--- src/rtl/boton_eventos.sv ---
// Classifies the debounced button level into one-cycle click, double-click
// and long-press events, timing every window with a 1 ms enable pulse.
module boton_eventos #(
  parameter int unsigned LONG_MS   = 3000,
  parameter int unsigned DOUBLE_MS = 300,
  parameter int unsigned CNT_W     = 12
) (
  input  logic clk,
  input  logic reset,
  input  logic tick_ms,
  input  logic btn_level,
  output logic evt_short,
  output logic evt_double,
  output logic evt_long,
  output logic held
);

  typedef enum logic [2:0] {
    IDLE,
    PRESS,
    WAIT2,
    PRESS2,
    LONG
  } state_t;

  localparam logic [CNT_W-1:0] LONG_LAST   = CNT_W'(LONG_MS - 1);
  localparam logic [CNT_W-1:0] DOUBLE_LAST = CNT_W'(DOUBLE_MS - 1);

  state_t           state, state_nxt;
  logic [CNT_W-1:0] ms_cnt;
  logic             sync1, sync2, prev;
  logic             rise, fall;
  logic             short_nxt, double_nxt, long_nxt;

  always_ff @(posedge clk or negedge reset) begin
    if (!reset) begin
      sync1 <= 1'b0;
      sync2 <= 1'b0;
      prev  <= 1'b0;
    end else begin
      sync1 <= btn_level;
      sync2 <= sync1;
      prev  <= sync2;
    end
  end

  assign rise = sync2 & ~prev;
  assign fall = ~sync2 & prev;

  // Edges are tested before timeouts so that a release or re-press wins a
  // tie with the expiring tick.
  always_comb begin
    state_nxt  = state;
    short_nxt  = 1'b0;
    double_nxt = 1'b0;
    long_nxt   = 1'b0;
    case (state)
      IDLE: begin
        if (rise) state_nxt = PRESS;
      end
      PRESS: begin
        if (fall) begin
          state_nxt = WAIT2;
        end else if (tick_ms && ms_cnt == LONG_LAST) begin
          long_nxt  = 1'b1;
          state_nxt = LONG;
        end
      end
      WAIT2: begin
        if (rise) begin
          state_nxt = PRESS2;
        end else if (tick_ms && ms_cnt == DOUBLE_LAST) begin
          short_nxt = 1'b1;
          state_nxt = IDLE;
        end
      end
      PRESS2: begin
        if (fall) begin
          double_nxt = 1'b1;
          state_nxt  = IDLE;
        end else if (tick_ms && ms_cnt == LONG_LAST) begin
          long_nxt  = 1'b1;
          state_nxt = LONG;
        end
      end
      LONG: begin
        if (fall) state_nxt = IDLE;
      end
      default: state_nxt = IDLE;
    endcase
  end

  always_ff @(posedge clk or negedge reset) begin
    if (!reset) begin
      state      <= IDLE;
      ms_cnt     <= '0;
      evt_short  <= 1'b0;
      evt_double <= 1'b0;
      evt_long   <= 1'b0;
      held       <= 1'b0;
    end else begin
      state      <= state_nxt;
      evt_short  <= short_nxt;
      evt_double <= double_nxt;
      evt_long   <= long_nxt;
      held       <= (state_nxt == LONG);
      if (state_nxt != state) begin
        ms_cnt <= '0;
      end else if (tick_ms && ms_cnt != '1) begin
        ms_cnt <= ms_cnt + CNT_W'(1);
      end
    end
  end

endmodule

--- config.mk ---
export PLATFORM = sky130hd
export DESIGN_NAME = boton_eventos
export DESIGN_NICKNAME = d
export VERILOG_FILES = /design/src/rtl/boton_eventos.sv
export SDC_FILE = /design/constraint.sdc
export NUM_CORES = 1
export LEC_CHECK = 0
export CAP_MARGIN = 20
export CORE_MARGIN = 4
export CORE_UTILIZATION = 55
export DETAILED_ROUTE_END_ITERATION = 8
export GPL_ROUTABILITY_DRIVEN = 0
export HOLD_SLACK_MARGIN = 0.02
export PLACE_DENSITY = 0.82
export SETUP_SLACK_MARGIN = 0.3
export SYNTH_ARGS = -nofsm -noshare
export SYNTH_HDL_FRONTEND = slang
export SYNTH_SLANG_ARGS = --single-unit
--- constraint.sdc ---
create_clock -name clk -period 4.36 [get_ports clk]
set_input_delay 0.872 -clock clk [delete_from_list [all_inputs] [get_ports clk]]
set_output_delay 0.872 -clock clk [all_outputs]
set_load 0.005 [all_outputs]
==> impl_metrics.toml, run 1 <==
[floorplanning]
pin_count = 8
die_x_um = 52.4
die_h_um = 52.4
die_area_um2 = 2750
rows = 15
coreArea_um2 = 1800
start_util_pct = 60.3

[timing]
final.setup.tns_ns = 0
finClkSkew_ns = 0.00244
relSlewSlack_pct = 38.8
period_minus_slack_ns = 2.46
fmax_mhz = 406
rsz0062_at_grt = "no"
hold_viol_final = 0
setup_viol_count_final = 0
fin_crit_sh_pct = 56.4
drv_slew = 0
tightest_slew_ns = 0.914

[setup_path]
crit_top_cell = "nand3_1"
endpoint_kind = "register"
crit_path_top_delay_cell = "or4_1"
crit_arrival_ns = 2.65
r2r_cells = 5
crit_path_start_kind = "input pin"
r2r-start = "ms_cnt[6]"
slowest_delay_ns = 0.57
r2r-end = "ms_cnt[0]"
cp_max_fo = 12
cp_top_family = "simple AND/OR/NAND/NOR gates"
rrSetupSlack_ns = 2.26
worstSetupPathType = "input pin to register"
critPathBufInv = 1
required_ns = 4.55
path_cells = "clkdlybuf4s50_1 -> nand3_1 -> or4_1 -> nand3_1 -> a32o_2 -> nor2_1"

[clocking]
htree_levels = 1
ctsResizeCount = 0
clock-sinks = 22
cts_buffers = 3
cts_hold_buf = 0
cts_tree = "yes"
clkTransAtPathRegs_ns = 0.11
clkLatencyLatePin_ns = 0.30
ctsLongestPathBuffers = 2
post_cts_buffers = 0
clockRootBuffer = "clkbuf_4"

[synthesis]
synth.area.top_cells = "dfrtp_1 (51%), nor2_1 (5.9%), xnor2_1 (4.8%)"
synth-warning-count = 0
ys_seq_elements = 22
synth_area_leader_cell = "dfrtp_1"
netlist_area_um2 = 1090
post_synth_num_cell_types = 30
synth_cells = 111
seq_area_frac_synth_pct = 50.7
yosysTopAreaCellShare_pct = 50.7
synth.net_count = 116
syn_area_per_cell_um2 = 9.78

[layout]
final_nets = 126
area_growth_pct = 12.7
drive_gt1_share_pct = 5.83
fillers = 150
diodes = 0
multi_input_area_um2 = 512
seq_area_um2 = 551
final_cells = 145

[power_and_ir_drop]
p_int_w = 0.000343
power_frac_comb_pct = 14.7
powerDensity_nw_per_um2 = 373
p_sw_w = 0.000113
clock_power_share_pct = 32.9
p_seq_share_pct = 52.3
leakage_nw = 0.531
ir_worst_vdd_mv = 0.279
sw_frac_of_total_pct = 24.8

[route]
via_per_inst = 5.92
drtIter0Drc = 29
first_pass_iters = 4
drtAntennaViolNets = 0
wl_per_cell_um = 13.0
drc = 0
num_vias = 859
wirelength_um = 1880

[global_route]
antenna_found_initial = 0
first_global_vias = 765
grt_usage_pct = 16.0
grt_pass1_wl_um = 3260
grt_overflow_total = 0
grt_max_degree = 23

[hold_path]
hold_path_end = "sync2"
min_path_cells = 0
min_path_type = "register to register"
worstHoldStart = "sync1"

[placement]
dp.cells = 141
numPortBuffers = 7
dp_hpwl_um = 1390

[outcome]
outcome = "completed"

[flow_run]
maxCapViolations = 0
## logic make-up (layout without fill, tap and decap cells)
family	after synthesis	in the layout	synth area share (%)
adders and majority gates	1	1	1.15
buffers and inverters	4	13	2.19
AOI/OAI and AO/OA	9	9	6.91
and+or+nand+nor	65	65	30.9
DFF	22	22	50.7
muxes	1	1	0.922
xor gates and xnor gates	9	9	7.26
## worst max-delay path by stage
stage | start | to | slack (ns) | depth (start not counted)
after floorplan | tick_ms | ms_cnt[11] | 2.32 | 6
after global placement | tick_ms | ms_cnt[3] | 1.64 | 6
after detailed placement | tick_ms | ms_cnt[0] | 1.58 | 6
after CTS | tick_ms | ms_cnt[0] | 1.90 | 6
after global routing | tick_ms | ms_cnt[11] | 1.84 | 6
final | tick_ms | ms_cnt[0] | 1.90 | 6
## stage by stage
stage / hold slack [ns] / worst slack [ns] / total power, W / util, % / area (µm²)
finish: 0.364 / 1.90 / 0.000456 / 67.9 / 1220
global route: 0.372 / 1.84 / 0.000485 / 67.9 / 1220
CTS: 0.369 / 1.90 / 0.000463 / 67.9 / 1220
detailed placement: 0.340 / 1.58 / 0.000311 / 65.0 / 1170
global placement: 0.337 / 1.64 / 0.000306 / 65.0 / 1170
floorplan: 0.331 / 2.32 / 0.000293 / - / 1090
## area by class of cell
type                    count  share of cell area (%)
clock inverters             1                    2.45
inverters                   2                   0.613
repair buffers              7                    5.73
clock buffers               3                    1.84
well taps                  25                    2.56
multi-input cells          85                    41.8
flip-flops and latches     22                    45.0
## power groups by stage
stage | registers [W] | clock network, W | logic, W
floorplan | 0.000237 | 0 | 0.0000566
global placement | 0.000241 | 0 | 0.0000643
detailed placement | 0.000242 | 0 | 0.0000683
CTS | 0.000238 | 0.000155 | 0.0000689
global route | 0.000243 | 0.000167 | 0.0000747
finish | 0.000239 | 0.000150 | 0.0000672
## per-layer routing
layer,GRT usage (%),up-vias,part of all wire (%)
li1,-,413,-
met2,24.2,33,46
met3,3.42,4,6.3
met1,21.8,409,46
met5,0,-,0
met4,7.66,0,1.4
## cell usage after synthesis, drive strengths merged
cell type   n
nand4       3
nor3        4
and3        3
o41ai       2
nand3       9
nand2      10
nor4        4
or4         3
a21oi       3
nor2b       3
nand2b      4
a32o        1
nor4b       1
or3b        1
mux2i       1
inv         2
o22ai       1
or3         2
and2        1
ha          1
a211oi      1
buf         2
xnor2       6
nor2       17
dfrtp      22
xor2        3
o211a       1
## placed cells by master (no fill, tap or decap), types with 4 or more instances in the layout
cell type	count
nand3_1	9
dfrtp_1	22
nand2_1	10
nand2b_1	4
xnor2_1	6
nor4_1	4
nor2_1	17
clkdlybuf4s50_1	7
nor3_1	4
## registers in the layout, summed over array words and instances (netlist names)
| signal | flops |
|---|---|
| prev | 1 |
| evt_short | 1 |
| state | 3 |
| ms_cnt | 12 |
| sync2 | 1 |
| evt_double | 1 |
| held | 1 |
| evt_long | 1 |
| sync1 | 1 |
## worst register-to-register path: cells and delay by family, from the launching register on
kind | cells | cell delay [ns]
DFF | 1 | 0.44
and+or+nand+nor | 3 | 0.97
AOI/OAI and AO/OA | 2 | 0.58
Note: power is estimated with default switching activity, not from simulation.
==> inputs of run 2 (changes only) <==
- clock period: 4.36 -> 2.4 ns (I/O delays scaled with it)
==> impl_metrics.toml, run 2 (synthesis gave the netlist of run 1 again) <==
[power_and_ir_drop]
p_seq_share_pct = 55.3
ir_worst_vdd_mv = 0.444
clock_power_share_pct = 26.1
p_int_w = 0.000559
p_sw_w = 0.000233
sw_frac_of_total_pct = 29.4
power_frac_comb_pct = 18.6
powerDensity_nw_per_um2 = 621
leakage_nw = 0.577

[timing]
period_minus_slack_ns = 2.06
fmax_mhz = 484
finClkSkew_ns = 0.000866
tightest_slew_ns = 0.617
rsz0062_at_grt = "no"
relSlewSlack_pct = 58.5
hold_viol_final = 0
final.setup.tns_ns = 0
drv_slew = 0
fin_crit_sh_pct = 86.0
hold_ws_ns = 0.368
setup_viol_count_final = 0

[setup_path]
crit_path_start_kind = "register"
crit_path_top_delay_cell = "or4_4"
endpoint_kind = "register"
crit_arrival_ns = 2.28
critPathBufInv = 0
worstSetupPathType = "register to register"
cp_max_fo = 6
r2r_cells = 5
rrSetupSlack_ns = 0.34
path_cells = "or3b_4 -> or4_4 -> o41ai_4 -> a32o_2 -> nor2_1"
slowest_delay_ns = 0.45
required_ns = 2.61
r2r-end = "ms_cnt[3]"
r2r-start = "ms_cnt[6]"
cp_top_family = "simple AND/OR/NAND/NOR gates"

[route]
wirelength_um = 2290
drc = 0
num_vias = 925
first_pass_iters = 4
wl_per_cell_um = 15.2
drtIter0Drc = 55
drtAntennaViolNets = 0
via_per_inst = 6.13

[clocking]
cts_buffers = 3
clock-sinks = 22
clkLatencyLatePin_ns = 0.31
cts_tree = "yes"
htree_levels = 1
clkTransAtPathRegs_ns = 0.12
clockRootBuffer = "clkbuf_4"
ctsLongestPathBuffers = 2

[global_route]
grt_overflow_total = 0
grt.met3_usage_pct = 4.27
grt_busiest_layer = "met2"
first_global_vias = 838
grt_max_degree = 23
grt_usage_pct = 19.3
antenna_found_initial = 0
grt_use_met2_pct = 30.0
grt_pass1_wl_um = 3770
use_met1_pct = 24.6

[floorplanning]
die_x_um = 52.4
start_util_pct = 60.3
pin_count = 8
die_area_um2 = 2750
die_h_um = 52.4
coreArea_um2 = 1800
rows = 15

[placement]
dp.cells = 144
dp_hpwl_um = 1450
numPortBuffers = 7

[layout]
area_growth_pct = 17.4
multi_input_area_um2 = 541
diodes = 0
fillers = 143
final_cells = 151
final_nets = 132
seq_area_um2 = 552
largest_reg_flops = 12
final_common_cell = "dfrtp_1"
largest-register = "ms_cnt"
reg.largest.list = "ms_cnt x12, state x3"
layout.cells.most_common_list = "dfrtp_1 (21), nor2_1 (17), nand2_1 (10)"
drive_gt1_share_pct = 12.7

[hold_path]
min_path_cells = 0
hold_path_end = "sync2"
worstHoldStart = "sync1"
min_path_type = "register to register"

[outcome]
outcome = "completed"

[flow_run]
maxCapViolations = 0
run 2: worst max path at each step:
stage | start | to | slack [ns] | depth (start not counted)
final | ms_cnt[6] | ms_cnt[3] | 0.34 | 5
after global routing | ms_cnt[6] | ms_cnt[0] | 0.29 | 5
after CTS | ms_cnt[6] | ms_cnt[3] | 0.31 | 5
after detailed placement | tick_ms | ms_cnt[3] | 0.07 | 6
after global placement | tick_ms | ms_cnt[3] | 0.15 | 6
after floorplan | ms_cnt[6] | ms_cnt[2] | 0.48 | 6
run 2: repair_timing:
action                     in CTS  in global routing
gates resized for setup         1                  4
gates cloned                    1                  0
setup endpoints to repair      12                 12
hold buffers                    0                  0
setup buffers                   0                  2
pin swaps                       0                  1
run 2: area by class of cell:
class | count | area share (%)
multi-input combinational | 86 | 42.4
tap | 25 | 2.45
timing repair buffer | 12 | 8.44
inverter | 2 | 0.589
sequential | 22 | 43.3
clock buffer | 4 | 2.85
run 2: per-stage QoR:
step / instance area [µm²] / utilization, % / total power (W) / setup WS [ns]
4_1_cts: 1240 / 68.9 / 0.000781 / 0.307
3_3_place_gp: 1190 / 66.3 / 0.000559 / 0.146
2_1_floorplan: 1090 / - / 0.000533 / 0.477
6_report: 1270 / 70.8 / 0.000791 / 0.336
3_5_place_dp: 1190 / 66.3 / 0.000567 / 0.0655
5_1_grt: 1270 / 70.8 / 0.000836 / 0.289
run 2: metal layers:
metal	up-vias	share of wire (%)
met1	432	43
met5	-	0
met2	53	45
met4	0	3.4
li1	427	-
met3	13	8.2
run 2: power groups by stage:
stage | Sequential, W | Combinational [W] | Clock (W)
after floorplan | 0.000430 | 0.000103 | 0
after global placement | 0.000438 | 0.000121 | 0
after detailed placement | 0.000440 | 0.000127 | 0
after CTS | 0.000435 | 0.000140 | 0.000207
after global routing | 0.000443 | 0.000159 | 0.000234
final | 0.000438 | 0.000148 | 0.000206
==> inputs of run 3 (changes only) <==
- CORE_UTILIZATION: 55 -> 50
- PLACE_DENSITY: 0.82 -> 0.78
- clock period: 2.4 -> 1.8 ns (I/O delays scaled with it)
==> impl_metrics.toml, run 3 (synthesis gave the netlist of run 1 again) <==
[outcome]
outcome = "finished with violations"
violations = "setup timing"

[flow_run]
maxCapViolations = 0

[power_and_ir_drop]
leakage_nw = 0.713
power_w = 0.00104
powerDensity_nw_per_um2 = 715
ir_worst_vdd_mv = 0.640

[placement]
place_area_um2 = 1320
numPortBuffers = 7
dp_slack_ns = -0.356
dp_hpwl_um = 1590

[clocking]
clkTransAtPathRegs_ns = 0.11
clockRootBuffer = "clkbuf_4"
clkLatencyLatePin_ns = 0.30
htree_levels = 1
clock-sinks = 22
cts_buffers = 3
cts_tree = "yes"
ctsLongestPathBuffers = 2

[floorplanning]
die_h_um = 54.6
start_util_pct = 53.7
pin_count = 8
die_x_um = 54.6
rows = 16
coreArea_um2 = 2020
die_area_um2 = 2980

[global_route]
grt_overflow_total = 0
grt_usage_pct = 19.3
grt_max_degree = 23
antenna_found_initial = 0
grt_pass1_wl_um = 4060
first_global_vias = 926

[setup_path]
path_cells = "or3b_4 -> or4_4 -> o41ai_4 -> a32o_2 -> buf_12 -> nor2_1"
cp_top_family = "simple AND/OR/NAND/NOR gates"
crit_path_top_delay_cell = "or4_4"
r2r_cells = 6
crit_arrival_ns = 2.23
cp.depth = 6
worstSetupPathType = "register to register"
critPathBufInv = 1
required_ns = 2.00
crit_path_start_kind = "register"
endpoint_kind = "register"
slowest_delay_ns = 0.46
cp_max_fo = 12

[layout]
layout.cells.most_common_list = "buf_4 (24), dfrtp_1 (22), nor2_1 (16)"
reg.largest.list = "ms_cnt x12, state x3"
fin_area_um2 = 1450
diodes = 0
area_growth_pct = 33.8
largest-register = "ms_cnt"
fin_util_pct = 71.8
final_nets = 152
largest_reg_flops = 12
final_common_cell = "buf_4"
drive_gt1_share_pct = 26.2

[route]
drc = 0
first_pass_iters = 4
drtIter0Drc = 14
wirelength_um = 2350
via_per_inst = 5.53
wl_per_cell_um = 13.6
num_vias = 952
drtAntennaViolNets = 0

[timing]
drv_slew = 0
hold_ws_ns = 0.369
period_minus_slack_ns = 2.03
timing.final.ws_setup_ns = -0.231
hold_viol_final = 0
setup_viol_count_final = 14
tightest_slew_ns = 0.418
relSlewSlack_pct = 71.8
finClkSkew_ns = 0.00405
fmax_mhz = 492
fin_crit_sh_pct = 113
rsz0062_at_grt = "yes"

[hold_path]
min_path_cells = 0
min_path_type = "register to register"
==> run 3: stage by stage <==
step / TNS [ns] / cells
after global placement: -3.72 / 162
after CTS: -2.27 / 171
final: -2.88 / 172
after floorplan: -1.06 / 111
after global routing: -3.91 / 172
after detailed placement: -4.36 / 162
==> run 3: where the power goes <==
group	total [W]	switching, W	internal (W)
Clock	0.000217	0.000139	0.0000781
Combinational	0.000249	0.000118	0.000131
Sequential	0.000573	0.0000392	0.000534
==> run 3: area by class of cell <==
cell class	count	area, µm²
fill	146	569
multi-input combinational	85	558
sequential	22	551
timing repair buffer	33	280
tap	27	33.8
clock buffer	3	22.5
inverter	2	7.51
==> run 3: path summary, 6_finish.rpt <==
path | slack, ns | startpoint | to
hold / removal | 0.37 | sync1 | sync2
setup / recovery | -0.23 | ms_cnt[10] | ms_cnt[8]
min in group asynchronous | 0.41 | reset | state[1]
setup reg to reg | -0.23 | ms_cnt[10] | ms_cnt[8]
max in group asynchronous | 1.17 | reset | ms_cnt[2]
hold reg to reg | 0.37 | sync1 | sync2
==> run 3: timing repair <==
action,in CTS,in global routing
endpoints found under the setup margin,19,19
resized for setup,9,4
pin swaps,2,1
hold buffers,0,0
setup buffers,6,1
==> run 3: worst register-to-register path: stages (launching register included) <==
cell	delay (ns)
dfrtp_1	0.40
or3b_4	0.40
or4_4	0.46
o41ai_4	0.24
a32o_2	0.25
buf_12	0.13
nor2_1	0.05
==> run 3: routing by layer <==
layer	share of wire [%]	global-route usage (%)
met1	45	24.4
met2	50	31.9
met3	4.0	3.81
met4	1.6	7.88
met5	0	0
